<file path="src/rtl/div_pkg.sv">
// Shared types and constants for the iterative divider that feeds the regfile write port.
package div_pkg;

  typedef enum logic [1:0] {
    IDLE  = 2'd0,
    CALC  = 2'd1,
    FIXUP = 2'd2,
    WB    = 2'd3
  } div_state_t;

  localparam int OP_SIGNED_BIT = 0;
  localparam int OP_REM_BIT    = 1;

  localparam logic [4:0] XZR = 5'd31;

endpackage

</file>
<file path="src/rtl/div_step.sv">
// One restoring-division iteration: shift in the next dividend bit, compare, subtract.
module div_step
  import div_pkg::*;
#(
  parameter int WIDTH = 64
) (
  input  logic [WIDTH-1:0] rem,
  input  logic [WIDTH-1:0] quo,
  input  logic [WIDTH-1:0] dvsr,
  output logic [WIDTH-1:0] rem_next,
  output logic [WIDTH-1:0] quo_next
);

  logic [WIDTH:0] shifted_s;
  logic [WIDTH:0] diff_s;

  // Bit WIDTH of the difference is the borrow: set exactly when shifted < dvsr.
  always_comb begin
    shifted_s = {rem, quo[WIDTH-1]};
    diff_s    = shifted_s - {1'b0, dvsr};
    if (diff_s[WIDTH]) begin
      rem_next = shifted_s[WIDTH-1:0];
    end else begin
      rem_next = diff_s[WIDTH-1:0];
    end
    quo_next = {quo[WIDTH-2:0], ~diff_s[WIDTH]};
  end

endmodule

</file>
<file path="src/rtl/seq_div_wb.sv">
// Iterative UDIV/SDIV/UREM/SREM unit that writes its result straight into the regfile port,
// yielding to the pipeline's own writeback through wb_grant.
module seq_div_wb
  import div_pkg::*;
#(
  parameter int WIDTH = 64,
  parameter int CNT_W = $clog2(WIDTH) + 1
) (
  input  logic             clk,
  input  logic             reset_n,
  input  logic             start,
  input  logic [1:0]       op,
  input  logic [WIDTH-1:0] dividend,
  input  logic [WIDTH-1:0] divisor,
  input  logic [4:0]       dest,
  output logic             busy,
  input  logic             wb_grant,
  output logic             we3,
  output logic [4:0]       wa3,
  output logic [WIDTH-1:0] wd3,
  output logic             done
);

  div_state_t       state_r, state_nxt_s;
  logic [CNT_W-1:0] cnt_r;
  logic [WIDTH-1:0] rem_r, quo_r, dvsr_r, dvnd_r;
  logic [4:0]       dest_r;
  logic             rem_op_r, neg_q_r, neg_r_r, dvz_r;
  logic             busy_r, we3_r, done_r;
  logic [4:0]       wa3_r;
  logic [WIDTH-1:0] wd3_r;

  logic [WIDTH-1:0] rem_step_s, quo_step_s;
  logic             dvnd_neg_s, dvsr_neg_s;
  logic [WIDTH-1:0] q_res_s, r_res_s, result_s;

  div_step #(.WIDTH(WIDTH)) u_step (
    .rem      (rem_r),
    .quo      (quo_r),
    .dvsr     (dvsr_r),
    .rem_next (rem_step_s),
    .quo_next (quo_step_s)
  );

  assign dvnd_neg_s = op[OP_SIGNED_BIT] & dividend[WIDTH-1];
  assign dvsr_neg_s = op[OP_SIGNED_BIT] & divisor[WIDTH-1];

  // State register.
  always_ff @(posedge clk or negedge reset_n) begin
    if (!reset_n) begin
      state_r <= IDLE;
    end else begin
      state_r <= state_nxt_s;
    end
  end

  // Next-state decode.
  always_comb begin
    state_nxt_s = state_r;
    case (state_r)
      IDLE: begin
        if (start) begin
          state_nxt_s = (divisor == '0) ? FIXUP : CALC;
        end else begin
          state_nxt_s = IDLE;
        end
      end
      CALC: begin
        if (cnt_r == CNT_W'(1)) begin
          state_nxt_s = FIXUP;
        end else begin
          state_nxt_s = CALC;
        end
      end
      FIXUP: begin
        if (dest_r == XZR) begin
          state_nxt_s = IDLE;
        end else begin
          state_nxt_s = WB;
        end
      end
      WB: begin
        if (wb_grant) begin
          state_nxt_s = IDLE;
        end else begin
          state_nxt_s = WB;
        end
      end
      default: state_nxt_s = IDLE;
    endcase
  end

  // Sign fixup; MIN/-1 comes out right because negating MIN wraps back to MIN.
  always_comb begin
    if (dvz_r) begin
      q_res_s = '0;
      r_res_s = dvnd_r;
    end else begin
      q_res_s = neg_q_r ? -quo_r : quo_r;
      r_res_s = neg_r_r ? -rem_r : rem_r;
    end
    if (rem_op_r) begin
      result_s = r_res_s;
    end else begin
      result_s = q_res_s;
    end
  end

  // Operand capture and the per-cycle shift/subtract datapath.
  always_ff @(posedge clk or negedge reset_n) begin
    if (!reset_n) begin
      cnt_r    <= '0;
      rem_r    <= '0;
      quo_r    <= '0;
      dvsr_r   <= '0;
      dvnd_r   <= '0;
      dest_r   <= 5'd0;
      rem_op_r <= 1'b0;
      neg_q_r  <= 1'b0;
      neg_r_r  <= 1'b0;
      dvz_r    <= 1'b0;
    end else begin
      case (state_r)
        IDLE: begin
          if (start) begin
            cnt_r    <= CNT_W'(WIDTH);
            rem_r    <= '0;
            quo_r    <= dvnd_neg_s ? -dividend : dividend;
            dvsr_r   <= dvsr_neg_s ? -divisor : divisor;
            dvnd_r   <= dividend;
            dest_r   <= dest;
            rem_op_r <= op[OP_REM_BIT];
            neg_q_r  <= dvnd_neg_s ^ dvsr_neg_s;
            neg_r_r  <= dvnd_neg_s;
            dvz_r    <= (divisor == '0);
          end
        end
        CALC: begin
          rem_r <= rem_step_s;
          quo_r <= quo_step_s;
          cnt_r <= cnt_r - CNT_W'(1);
        end
        default: ;
      endcase
    end
  end

  // Registered handshake and write-port outputs; wa3/wd3 keep their last value outside WB.
  always_ff @(posedge clk or negedge reset_n) begin
    if (!reset_n) begin
      busy_r <= 1'b0;
      we3_r  <= 1'b0;
      done_r <= 1'b0;
      wa3_r  <= 5'd0;
      wd3_r  <= '0;
    end else begin
      busy_r <= (state_nxt_s != IDLE);
      done_r <= 1'b0;
      case (state_r)
        FIXUP: begin
          if (dest_r == XZR) begin
            done_r <= 1'b1;
          end else begin
            we3_r <= 1'b1;
            wa3_r <= dest_r;
            wd3_r <= result_s;
          end
        end
        WB: begin
          if (wb_grant) begin
            we3_r  <= 1'b0;
            done_r <= 1'b1;
          end
        end
        default: ;
      endcase
    end
  end

  assign busy = busy_r;
  assign we3  = we3_r;
  assign wa3  = wa3_r;
  assign wd3  = wd3_r;
  assign done = done_r;

endmodule
</file>
<file path="config.mk">
export PLATFORM = sky130hd
export DESIGN_NAME = seq_div_wb
export DESIGN_NICKNAME = d
export VERILOG_FILES = /design/src/rtl/div_pkg.sv /design/src/rtl/div_step.sv /design/src/rtl/seq_div_wb.sv
export SDC_FILE = /design/constraint.sdc
export NUM_CORES = 1
export LEC_CHECK = 0
export CAP_MARGIN = 5
export CORE_MARGIN = 2
export CORE_UTILIZATION = 30
export CTS_CLUSTER_SIZE = 25
export DETAILED_ROUTE_END_ITERATION = 8
export GPL_ROUTABILITY_DRIVEN = 0
export SLEW_MARGIN = 10
export SYNTH_ARGS = -nofsm -noshare
export SYNTH_HDL_FRONTEND = slang
export SYNTH_HIERARCHICAL = 1
export SYNTH_SLANG_ARGS = --single-unit
</file>
<file path="constraint.sdc">
create_clock -name clk -period 3.8 [get_ports clk]
set_clock_uncertainty 0.1 [all_clocks]
set_input_delay 1.14 -clock clk [delete_from_list [all_inputs] [get_ports clk]]
set_output_delay 1.14 -clock clk [all_outputs]
set_load 0.05 [all_outputs]
</file>
* Yosys cells after proc, flatten, opt, wreduce, memory -nomap -nowiden *
Index checks and enable logic that the tools add are counted.

cells by class
  $add $sub $neg = 6
  equality and inequality tests = 8
  mux-type cells = 26
  bitwise operators = 5
  reductions and logical operators = 9

operators with widths
  cell                                                                number
  64-bit 2-to-1 mux                                                   10
  64-bit negator                                                      4
  64-bit case mux with 2 select lines                                 2
  65-bit by 64-bit subtractor with 65-bit output                      1
  64-bit logical NOT                                                  1
  7-bit case mux with 2 select lines                                  1
  2-bit 2-to-1 mux                                                    5
  2-bit case mux with 4 select lines                                  1
  7-bit by 1-bit == test with 1-bit output, second input constant     1
  7-bit 2-to-1 mux                                                    1
  7-bit by 1-bit subtractor with 7-bit output, second input constant  1
  2-bit inequality test, second input constant                        3
  2-bit AND reduction                                                 3
  2-bit nonzero test                                                  3
  5-bit == test, second input constant                                1
  2-bit == test, second input constant                                2
  1-bit 2-to-1 mux                                                    4
  1-bit case mux with 2 select lines                                  2
  3-bit AND reduction                                                 1
  1-bit bitwise AND                                                   2
  2-bit by 1-bit == test with 1-bit output, second input constant     1
  2-bit logical NOT                                                   1
  1-bit inverter                                                      2
  1-bit bitwise XOR                                                   1

word-level totals
  register bits after elaboration = 346
  bits of input ports = 139
  output and inout port bits = 72

* Logic depth before layout (Yosys ltp) *
Gate-level depths: netlist of run 1.

  depth after elaboration = 5
  gate-level depth with buffers = 18
  depth with buffers taken out = 15

* Hierarchy *
Netlist of run 1, hierarchy kept.

by module, submodules not included
  module      instances  cells each  area an instance (µm²)  seq. area each (µm²)
  seq_div_wb  1          2404        20245.7                 8658.3
  div_step    1          858         5198.7                  0.0

* Worst setup path after synthesis of run 1 *
No wires, ideal clock.

  path type = input-to-reg
  start = in divisor[26]
  end = reg dvsr_r[55]
  library setup time = 0.133 ns
  arrival = 3.489 ns
  required time = 3.567 ns
  setup slack = 0.078 ns
  cell stages on the path = 9
  buffers on the path = 2
  cells stage by stage = or4_1 > or4_1 > clkbuf_1 > or3_1 > buf_2 > nor4_2 > a31oi_1 > xnor2_1 > o21ai_0

between the ends
  word-level cells in the longest chain between the ends = 2

RTL lines
  what                  line               RTL
  start, declared       seq_div_wb.sv:14   input logic [WIDTH-1:0] divisor,
  64-bit negator        seq_div_wb.sv:129  dvsr_r <= dvsr_neg_s ? -divisor : divisor;
  64-bit 2-to-1 mux     seq_div_wb.sv:129
  end signal, assigned  seq_div_wb.sv:129
  end, declared         seq_div_wb.sv:26   logic [WIDTH-1:0] rem_r, quo_r, dvsr_r, dvnd_r;

No other way between the ends.
A chain may end at the register's enable or synchronous reset.

* Final worst setup path of run 1 *
  start = reg quo_r[63]
  end = reg rem_r[50]

between the ends
  word-level cells in the longest chain between the ends = 3

RTL lines
  what                                            line               RTL
  start, declared                                 seq_div_wb.sv:26
  start signal, assigned                          seq_div_wb.sv:128  quo_r <= dvnd_neg_s ? -dividend : dividend;
  start signal, assigned                          seq_div_wb.sv:140  quo_r <= quo_step_s;
  65-bit by 64-bit subtractor with 65-bit output  div_step.sv:20     diff_s = shifted_s - {1'b0, dvsr};
  64-bit 2-to-1 mux                               div_step.sv:21     if (diff_s[WIDTH]) begin
  named net rem_step_s[50]                        seq_div_wb.sv:33   logic [WIDTH-1:0] rem_step_s, quo_step_s;
  64-bit case mux with 2 select lines             seq_div_wb.sv:123  case (state_r)
  end signal, assigned                            seq_div_wb.sv:139  rem_r <= rem_step_s;
  end, declared                                   seq_div_wb.sv:26

The timed path passes the listed nets, and every way through them passes these cells.

==> results of run 1 <==
[cell families after synthesis]
group                    share of synthesized area, %
flip-flops                                       34.0
multiplexers                                     1.32
AND/OR/NAND/NOR                                  21.6
adder cells (fa/ha/maj)                          3.52
XOR/XNOR                                         9.22
buffers and inverters                            6.72
AO/OA/AOI/OAI                                    23.6
[critical path: cells and delay by family (launching register included)]
kind / cells / cell delay (ns)
DFF: 1 / 0.45
xor gates and xnor gates: 1 / 0.18
and+or+nand+nor: 2 / 0.11
adders and majority gates: 2 / 0.42
buffers and inverters: 4 / 0.54
AOI/OAI and AO/OA: 9 / 1.71
[final cells by class]
cell class	instances	area share, %
clock inverters	24	1.04
well taps	1134	4.51
repair buffers	478	13.6
inverters	105	1.25
flip-flops and latches	346	27.5
multi-input cells	2538	48.3
clock buffers	53	3.77
[flip-flops by register name, indices dropped and copies added, names as in the netlist, 2 cells and up]
register and flops:
dvnd_r 64, wa3 5, wd3 64, state_r 2, cnt_r 7, quo_r 64
dvsr_r 64, dest_r 5, rem_r 64
[layer usage]
layer / routed length, um / part of all wire [%] / GRT usage [%] / up-vias
li1: - / - / - / 12000
met1: 42300 / 46 / 30.4 / 11900
met2: 40100 / 44 / 31.5 / 961
met3: 6570 / 7.2 / 2.68 / 134
met4: 2890 / 3.1 / 6.69 / 2
met5: 13 / 0.014 / 0 / -
[Yosys cell counts (28+ instances only)]
master,n,area [um^2]
mux2i_1,28,280
a21oi_1,189,946
nor4_1,42,263
or3_1,32,200
a31oi_1,31,194
nand3_1,28,140
o31ai_1,56,420
nand4_1,43,269
nor3_1,70,350
nor2_1,207,777
o41ai_1,34,298
a22oi_1,69,518
xnor2_1,168,1470
clkbuf_1,164,616
inv_1,104,390
nand2b_1,30,188
ha_1,70,876
or4_1,44,330
o21ai_0,386,1930
buf_4,64,480
xor2_1,98,858
dfrtp_1,346,8660
nand2_1,622,2330
[worst max-delay path by stage]
stage	depth (start not counted)	to
finish	18	rem_r[50]
global route	13	rem_r[63]
CTS	16	rem_r[60]
detailed placement	9	state_r[0]
global placement	9	state_r[0]
floorplan	9	dvsr_r[55]
[repair_timing]
item                       4_1_cts  5_1_grt
buffers inserted                 0        2
resized for setup                1       15
hold buffers                     0        0
cloned                           0        0
setup endpoints to repair        1       53
pin swaps                        0        4
[metrics by stage]
step,std cells,worst slack [ns]
3_5_place_dp,4599,-0.556
2_1_floorplan,3262,0.0784
6_report,4678,0.139
3_3_place_gp,4599,-0.522
4_1_cts,4676,0.0309
5_1_grt,4678,0.00576
[power by group through the flow]
stage / Clock (uW) / Combinational (uW) / Sequential, uW
3_5_place_dp: 0 / 19400 / 7420
5_1_grt: 4690 / 21900 / 7660
6_report: 4450 / 19800 / 7440
4_1_cts: 4550 / 19500 / 7380
3_3_place_gp: 0 / 19200 / 7390
2_1_floorplan: 0 / 12600 / 8080
==> metrics.txt, run 1 <==
# TYPE chip_impl_metric gauge
chip_impl_metric{name="wirelength",unit="um"} 91900
chip_impl_info{name="leading_cell_type_in_the_layout_fill_and_taps_excluded",value="nand2_1"} 1
chip_impl_metric{name="number_of_flops_mapped_to_enable_cells_by_yosys",unit=""} 0
chip_impl_metric{name="syn-instance-count",unit=""} 3262
chip_impl_info{name="grt_setup_unrepaired",value="no"} 1
chip_impl_metric{name="cp_data_arrival_time",unit="ns"} 4.02
chip_impl_metric{name="power.share.clock",unit="%"} 14.1
chip_impl_metric{name="final-seq-area",unit="mm^2"} 0.00866
chip_impl_metric{name="max_cap_violations",unit=""} 0
chip_impl_metric{name="worst-r2r-cell-count",unit=""} 18
chip_impl_metric{name="synth_seq_cells",unit=""} 346
chip_impl_metric{name="detail_route_antenna_nets",unit=""} 0
chip_impl_metric{name="design_power_total",unit="uW"} 31700
chip_impl_metric{name="total_switching_power",unit="uW"} 15800
chip_impl_metric{name="cts_buffer_depth",unit=""} 3
chip_impl_metric{name="routed_via_density",unit=""} 5.35
chip_impl_metric{name="post-route-period-util",unit="%"} 96.3
chip_impl_metric{name="floorplan.die.width",unit="um"} 295
chip_impl_info{name="crit_path_cell_trace",value="inv_1 -> ha_1 -> fa_2 -> nor2b_2 -> o31a_1 -> buf_4 -> o221a_2 -> a211o_1 -> a31oi_1 -> buf_4 -> o21ai_0 -> buf_4 -> a21boi_1 -> o21a_1 -> xor2_1 -> o21ai_0 -> nand2_1 -> o21ai_0"} 1
chip_impl_info{name="status",value="finished, final reports clean"} 1
chip_impl_info{name="worstHoldStart",value="dvnd_r[39]"} 1
chip_impl_metric{name="multi_input_area",unit="mm^2"} 0.0152
chip_impl_metric{name="layout-drive-gt1-share",unit="%"} 11.7
chip_impl_info{name="hold_path.class",value="reg -> reg"} 1
chip_impl_metric{name="synth_area",unit="mm^2"} 0.0254
chip_impl_metric{name="grt_pass1_vias",unit=""} 23700
chip_impl_info{name="timing.critical_path.from",value="quo_r[63]"} 1
chip_impl_metric{name="clock_sink_count",unit=""} 346
chip_impl_info{name="clockRootBuffer",value="clkbuf_16"} 1
chip_impl_info{name="r2r-start",value="quo_r[63]"} 1
chip_impl_metric{name="cts.htree.levels",unit=""} 2
chip_impl_metric{name="via_count",unit=""} 25000
chip_impl_metric{name="detail_route.drc_violations",unit=""} 0
chip_impl_metric{name="io_buf_count",unit=""} 210
chip_impl_metric{name="timing.critical_path.required",unit="ns"} 4.16
chip_impl_metric{name="timing_hold_violations_final",unit=""} 0
chip_impl_info{name="critPathLaunchType",value="register"} 1
chip_impl_metric{name="ys_types",unit=""} 87
chip_impl_metric{name="mappedNetlistNets",unit=""} 3472
chip_impl_metric{name="holdPathStages",unit=""} 2
chip_impl_metric{name="grt_pass1_wl",unit="um"} 143000
chip_impl_metric{name="power.share.switching",unit="%"} 49.7
chip_impl_metric{name="post-dp-hpwl",unit="um"} 69400
chip_impl_metric{name="clkSlewWorstSetupHoldPaths",unit="ns"} 0.06
chip_impl_metric{name="post_route_core_utilization",unit="%"} 37.5
chip_impl_metric{name="finalSetupTns",unit="ns"} 0
chip_impl_metric{name="final.min_clock_period",unit="ns"} 3.66
chip_impl_metric{name="static-leakage-power",unit="uW"} 0.0129
chip_impl_metric{name="postSynth.asyncResetShare",unit="%"} 100
chip_impl_metric{name="worstSkewPairLatency",unit="ns"} 0.59
chip_impl_metric{name="pwr-share-seq",unit="%"} 23.5
chip_impl_metric{name="relSlewSlack",unit="%"} 16.0
chip_impl_metric{name="grt_antenna_before_repair",unit=""} 2
chip_impl_info{name="synth-main-ff-cell",value="dfrtp_1"} 1
chip_impl_metric{name="syn-mean-instance-area",unit="um^2"} 7.80
chip_impl_metric{name="detailed_place.area",unit="mm^2"} 0.0299
chip_impl_metric{name="timing.critical_path.fanout_max",unit=""} 3
chip_impl_metric{name="fp.dieArea",unit="mm^2"} 0.0872
chip_impl_info{name="hold_end",value="dvnd_r[39]"} 1
chip_impl_metric{name="setup_viol",unit=""} 0
chip_impl_info{name="critical-path-slowest-cell",value="dfrtp_2"} 1
chip_impl_info{name="path_class",value="reg -> reg"} 1
chip_impl_metric{name="final.fill_count",unit=""} 8717
chip_impl_metric{name="timing.reg2reg.setup_slack",unit="ns"} 0.14
chip_impl_metric{name="timing.critical_path.slowest_cell_delay",unit="ns"} 0.45
chip_impl_info{name="cts_tree",value="yes"} 1
chip_impl_metric{name="die_h",unit="um"} 295
chip_impl_metric{name="ir_drop",unit="mV"} 0.578
chip_impl_metric{name="yosysSeqAreaShare",unit="%"} 34.0
chip_impl_info{name="rr_endpoint",value="rem_r[50]"} 1
chip_impl_metric{name="floorplan.initialDensity",unit="%"} 30.4
chip_impl_metric{name="overflow",unit=""} 0
chip_impl_metric{name="timing.fmax",unit="MHz"} 273
chip_impl_metric{name="detail_route.wl_per_cell",unit="um"} 19.6
chip_impl_metric{name="first_pass_iters",unit=""} 6
chip_impl_metric{name="synthToLayoutAreaGrowth",unit="%"} 23.7
chip_impl_metric{name="numCtsBuffers",unit=""} 44
chip_impl_metric{name="p_per_area",unit="mW/mm^2"} 1010
chip_impl_metric{name="final.hold.worst_slack",unit="ns"} 0.370
chip_impl_metric{name="design.final.nets",unit=""} 3723
chip_impl_info{name="highest_count_cells_in_the_layout_ignoring_fill_and_taps",value="nand2_1 (621), o21ai_0 (385), dfrtp_1 (343), buf_4 (255), clkdlybuf4s50_1 (209)"} 1
chip_impl_metric{name="grt_util_all_layers",unit="%"} 20.8
chip_impl_metric{name="std_cell_rows",unit=""} 106
chip_impl_info{name="critPathCaptureType",value="register"} 1
chip_impl_metric{name="cellInternalPower",unit="uW"} 15900
chip_impl_metric{name="ioPinCount",unit=""} 211
chip_impl_metric{name="initialDrtViolationCount",unit=""} 2531
chip_impl_metric{name="power.combinational.fraction",unit="%"} 62.5
chip_impl_metric{name="worst_pin_slew",unit="ns"} 1.26
chip_impl_metric{name="floorplan.core_area",unit="mm^2"} 0.0838
chip_impl_metric{name="design_area",unit="mm^2"} 0.0315
chip_impl_metric{name="ys.warnings.count",unit=""} 6
chip_impl_metric{name="drv_slew",unit=""} 0
chip_impl_metric{name="grt_max_degree",unit=""} 151
chip_impl_metric{name="antennaDiodeCount",unit=""} 0
Power figures use the tool's default switching activity.
==> run 2, diff against run 1 <==
Settings changed: CORE_MARGIN 2 to 5.
==> metrics.txt, run 2 (same netlist as run 1, synthesis figures left out) <==
# TYPE chip_impl_metric gauge
chip_impl_metric{name="final.min_clock_period",unit="ns"} 3.68
chip_impl_info{name="status",value="finished, final reports clean"} 1
chip_impl_metric{name="design.final.nets",unit=""} 3735
chip_impl_metric{name="pre_cts_ws",unit="ns"} -0.539
chip_impl_metric{name="detail_route_antenna_nets",unit=""} 0
chip_impl_metric{name="timing_hold_violations_final",unit=""} 0
chip_impl_metric{name="ir_drop",unit="mV"} 0.456
chip_impl_metric{name="pwr-share-seq",unit="%"} 23.2
chip_impl_metric{name="max_cap_violations",unit=""} 0
chip_impl_metric{name="first_pass_iters",unit=""} 6
chip_impl_metric{name="static-leakage-power",unit="uW"} 0.0130
chip_impl_metric{name="final.hold.worst_slack",unit="ns"} 0.366
chip_impl_metric{name="post-dp-hpwl",unit="um"} 70400
chip_impl_metric{name="drv_slew",unit=""} 0
chip_impl_metric{name="overflow",unit=""} 0
chip_impl_metric{name="setup_viol",unit=""} 0
chip_impl_info{name="hold_path.class",value="reg -> reg"} 1
chip_impl_metric{name="clock_sink_count",unit=""} 346
chip_impl_metric{name="wirelength",unit="um"} 92700
chip_impl_metric{name="numCtsBuffers",unit=""} 43
chip_impl_info{name="highest_count_cells_in_the_layout_ignoring_fill_and_taps",value="nand2_1 (621), o21ai_0 (384), dfrtp_1 (344), buf_4 (264), clkdlybuf4s50_1 (209)"} 1
chip_impl_metric{name="detail_route.drc_violations",unit=""} 0
chip_impl_metric{name="std_cell_rows",unit=""} 106
chip_impl_metric{name="floorplan.die.width",unit="um"} 301
chip_impl_metric{name="timing.fmax",unit="MHz"} 272
chip_impl_metric{name="die_h",unit="um"} 301
chip_impl_metric{name="grt_max_degree",unit=""} 173
chip_impl_metric{name="detail_route.wl_per_cell",unit="um"} 19.8
chip_impl_info{name="clockRootBuffer",value="clkbuf_16"} 1
chip_impl_metric{name="power.combinational.fraction",unit="%"} 63.0
chip_impl_metric{name="floorplan.core_area",unit="mm^2"} 0.0838
chip_impl_metric{name="routed_via_density",unit=""} 5.32
chip_impl_metric{name="relSlewSlack",unit="%"} 20.9
chip_impl_metric{name="ioPinCount",unit=""} 211
chip_impl_metric{name="grt_antenna_before_repair",unit=""} 2
chip_impl_info{name="gr-max-usage-layer",value="met2"} 1
chip_impl_metric{name="fp.dieArea",unit="mm^2"} 0.0907
chip_impl_metric{name="layout-drive-gt1-share",unit="%"} 11.9
chip_impl_metric{name="worst_pin_slew",unit="ns"} 1.18
chip_impl_metric{name="worstSkewPairLatency",unit="ns"} 0.60
chip_impl_metric{name="post-route-period-util",unit="%"} 96.8
chip_impl_metric{name="via_count",unit=""} 25000
chip_impl_info{name="path_class",value="in -> reg"} 1
chip_impl_metric{name="initialDrtViolationCount",unit=""} 2707
chip_impl_info{name="leading_cell_type_in_the_layout_fill_and_taps_excluded",value="nand2_1"} 1
chip_impl_metric{name="io_buf_count",unit=""} 210
chip_impl_metric{name="power.share.switching",unit="%"} 49.5
chip_impl_metric{name="power.share.clock",unit="%"} 13.8
chip_impl_metric{name="total_switching_power",unit="uW"} 15800
chip_impl_metric{name="grt_pass1_vias",unit=""} 23700
chip_impl_metric{name="grt_use_met1",unit="%"} 28.8
chip_impl_metric{name="clkSlewWorstSetupHoldPaths",unit="ns"} 0.06
chip_impl_metric{name="synthToLayoutAreaGrowth",unit="%"} 24.2
chip_impl_info{name="cts_tree",value="yes"} 1
chip_impl_info{name="critPathCaptureType",value="register"} 1
chip_impl_metric{name="timing.critical_path.required",unit="ns"} 4.13
chip_impl_metric{name="p_per_area",unit="mW/mm^2"} 1010
chip_impl_metric{name="grt_pass1_wl",unit="um"} 143000
chip_impl_info{name="grt_setup_unrepaired",value="yes"} 1
chip_impl_metric{name="cp_data_arrival_time",unit="ns"} 4.01
chip_impl_metric{name="cts.htree.levels",unit=""} 2
chip_impl_info{name="critPathLaunchType",value="primary input"} 1
chip_impl_metric{name="finalSetupTns",unit="ns"} 0
chip_impl_metric{name="timing.critical_path.fanout_max",unit=""} 5
chip_impl_metric{name="floorplan.initialDensity",unit="%"} 30.4
chip_impl_metric{name="grt_util_all_layers",unit="%"} 19.6
chip_impl_metric{name="cts.hold.buffers_added",unit=""} 0
chip_impl_metric{name="met3_resource_use_gr",unit="%"} 3.39
chip_impl_metric{name="cellInternalPower",unit="uW"} 16200
chip_impl_metric{name="layout_setup_ws",unit="ns"} 0.120
chip_impl_metric{name="cts_buffer_depth",unit=""} 3
chip_impl_metric{name="met2_usage",unit="%"} 29.7
chip_impl_metric{name="design_power_total",unit="uW"} 32000
run 2: cell types whose count changed in the layout (fill, tap and decap cells not counted), moves of 2 or more:
cell / previous run / this run
buf_4: 255 / 264
clkbuf_8: 5 / 12
clkinvlp_4: 5 / 1
buf_12: 13 / 15
inv_6: 3 / 1
or4_1: 42 / 40
or4_4: 8 / 10
run 2: per-layer routing:
metal,vias to the layer above,routed length (um)
met1,11800,42800
li1,12000,-
met2,952,40200
met5,-,20
met4,2,2560
met3,128,7050
run 2: cell type report:
| type | count | area (um^2) |
|---|---|---|
| Antenna cell | 1 | 2.50 |
| Tap cell | 1134 | 1420 |
| Clock inverter | 16 | 251 |
| Sequential cell | 346 | 8660 |
| Clock buffer | 59 | 1260 |
| Timing Repair Buffer | 490 | 4400 |
| Fill cell | 8758 | 52200 |
| Multi-Input combinational cell | 2539 | 15200 |
| Inverter | 105 | 394 |
run 2: worst paths after layout:
check	from	end	slack, ns	cells past startpoint
worst max-delay path	dividend[14]	quo_r[49]	0.12	10
max in group asynchronous	reset_n	dvz_r	2.34	2
worst min register to register	dvnd_r[32]	dvnd_r[32]	0.37	2
worst max register to register	rem_r[10]	rem_r[61]	0.14	14
min in group asynchronous	reset_n	wd3[15]	0.39	1
worst min-delay path	dvnd_r[32]	dvnd_r[32]	0.37	2
run 2: power groups by stage:
stage,Clock [uW],Combinational [uW],Sequential [uW]
after floorplan,0,12600,8080
after CTS,4490,19800,7320
after global placement,0,19400,7320
final,4410,20100,7400
after global routing,4650,22200,7590
after detailed placement,0,19600,7360
run 2: stage by stage:
step                cells  instance area [um^2]  utilization, %
floorplan            3262                 25400               -
global placement     4610                 30000            35.8
detailed placement   4610                 30000            35.8
CTS                  4687                 31500            37.6
global route         4689                 31600            37.7
finish               4690                 31600            37.7
run 2: timing repair:
item                                    CTS  global route
resized for setup                         0            18
endpoints found under the setup margin    2            59
pin swaps                                 2             5
buffers inserted                          2             1
cloned                                    0             1
run 2: critical path: stages:
cell and delay (ns):
clkdlybuf4s50_1 0.41, or4_1 0.59, or4_4 0.57, nor4_4 0.27, buf_4 0.19, nand3_2 0.09, buf_4 0.16, nor4_1 0.26
mux2i_1 0.23, o21ai_0 0.10
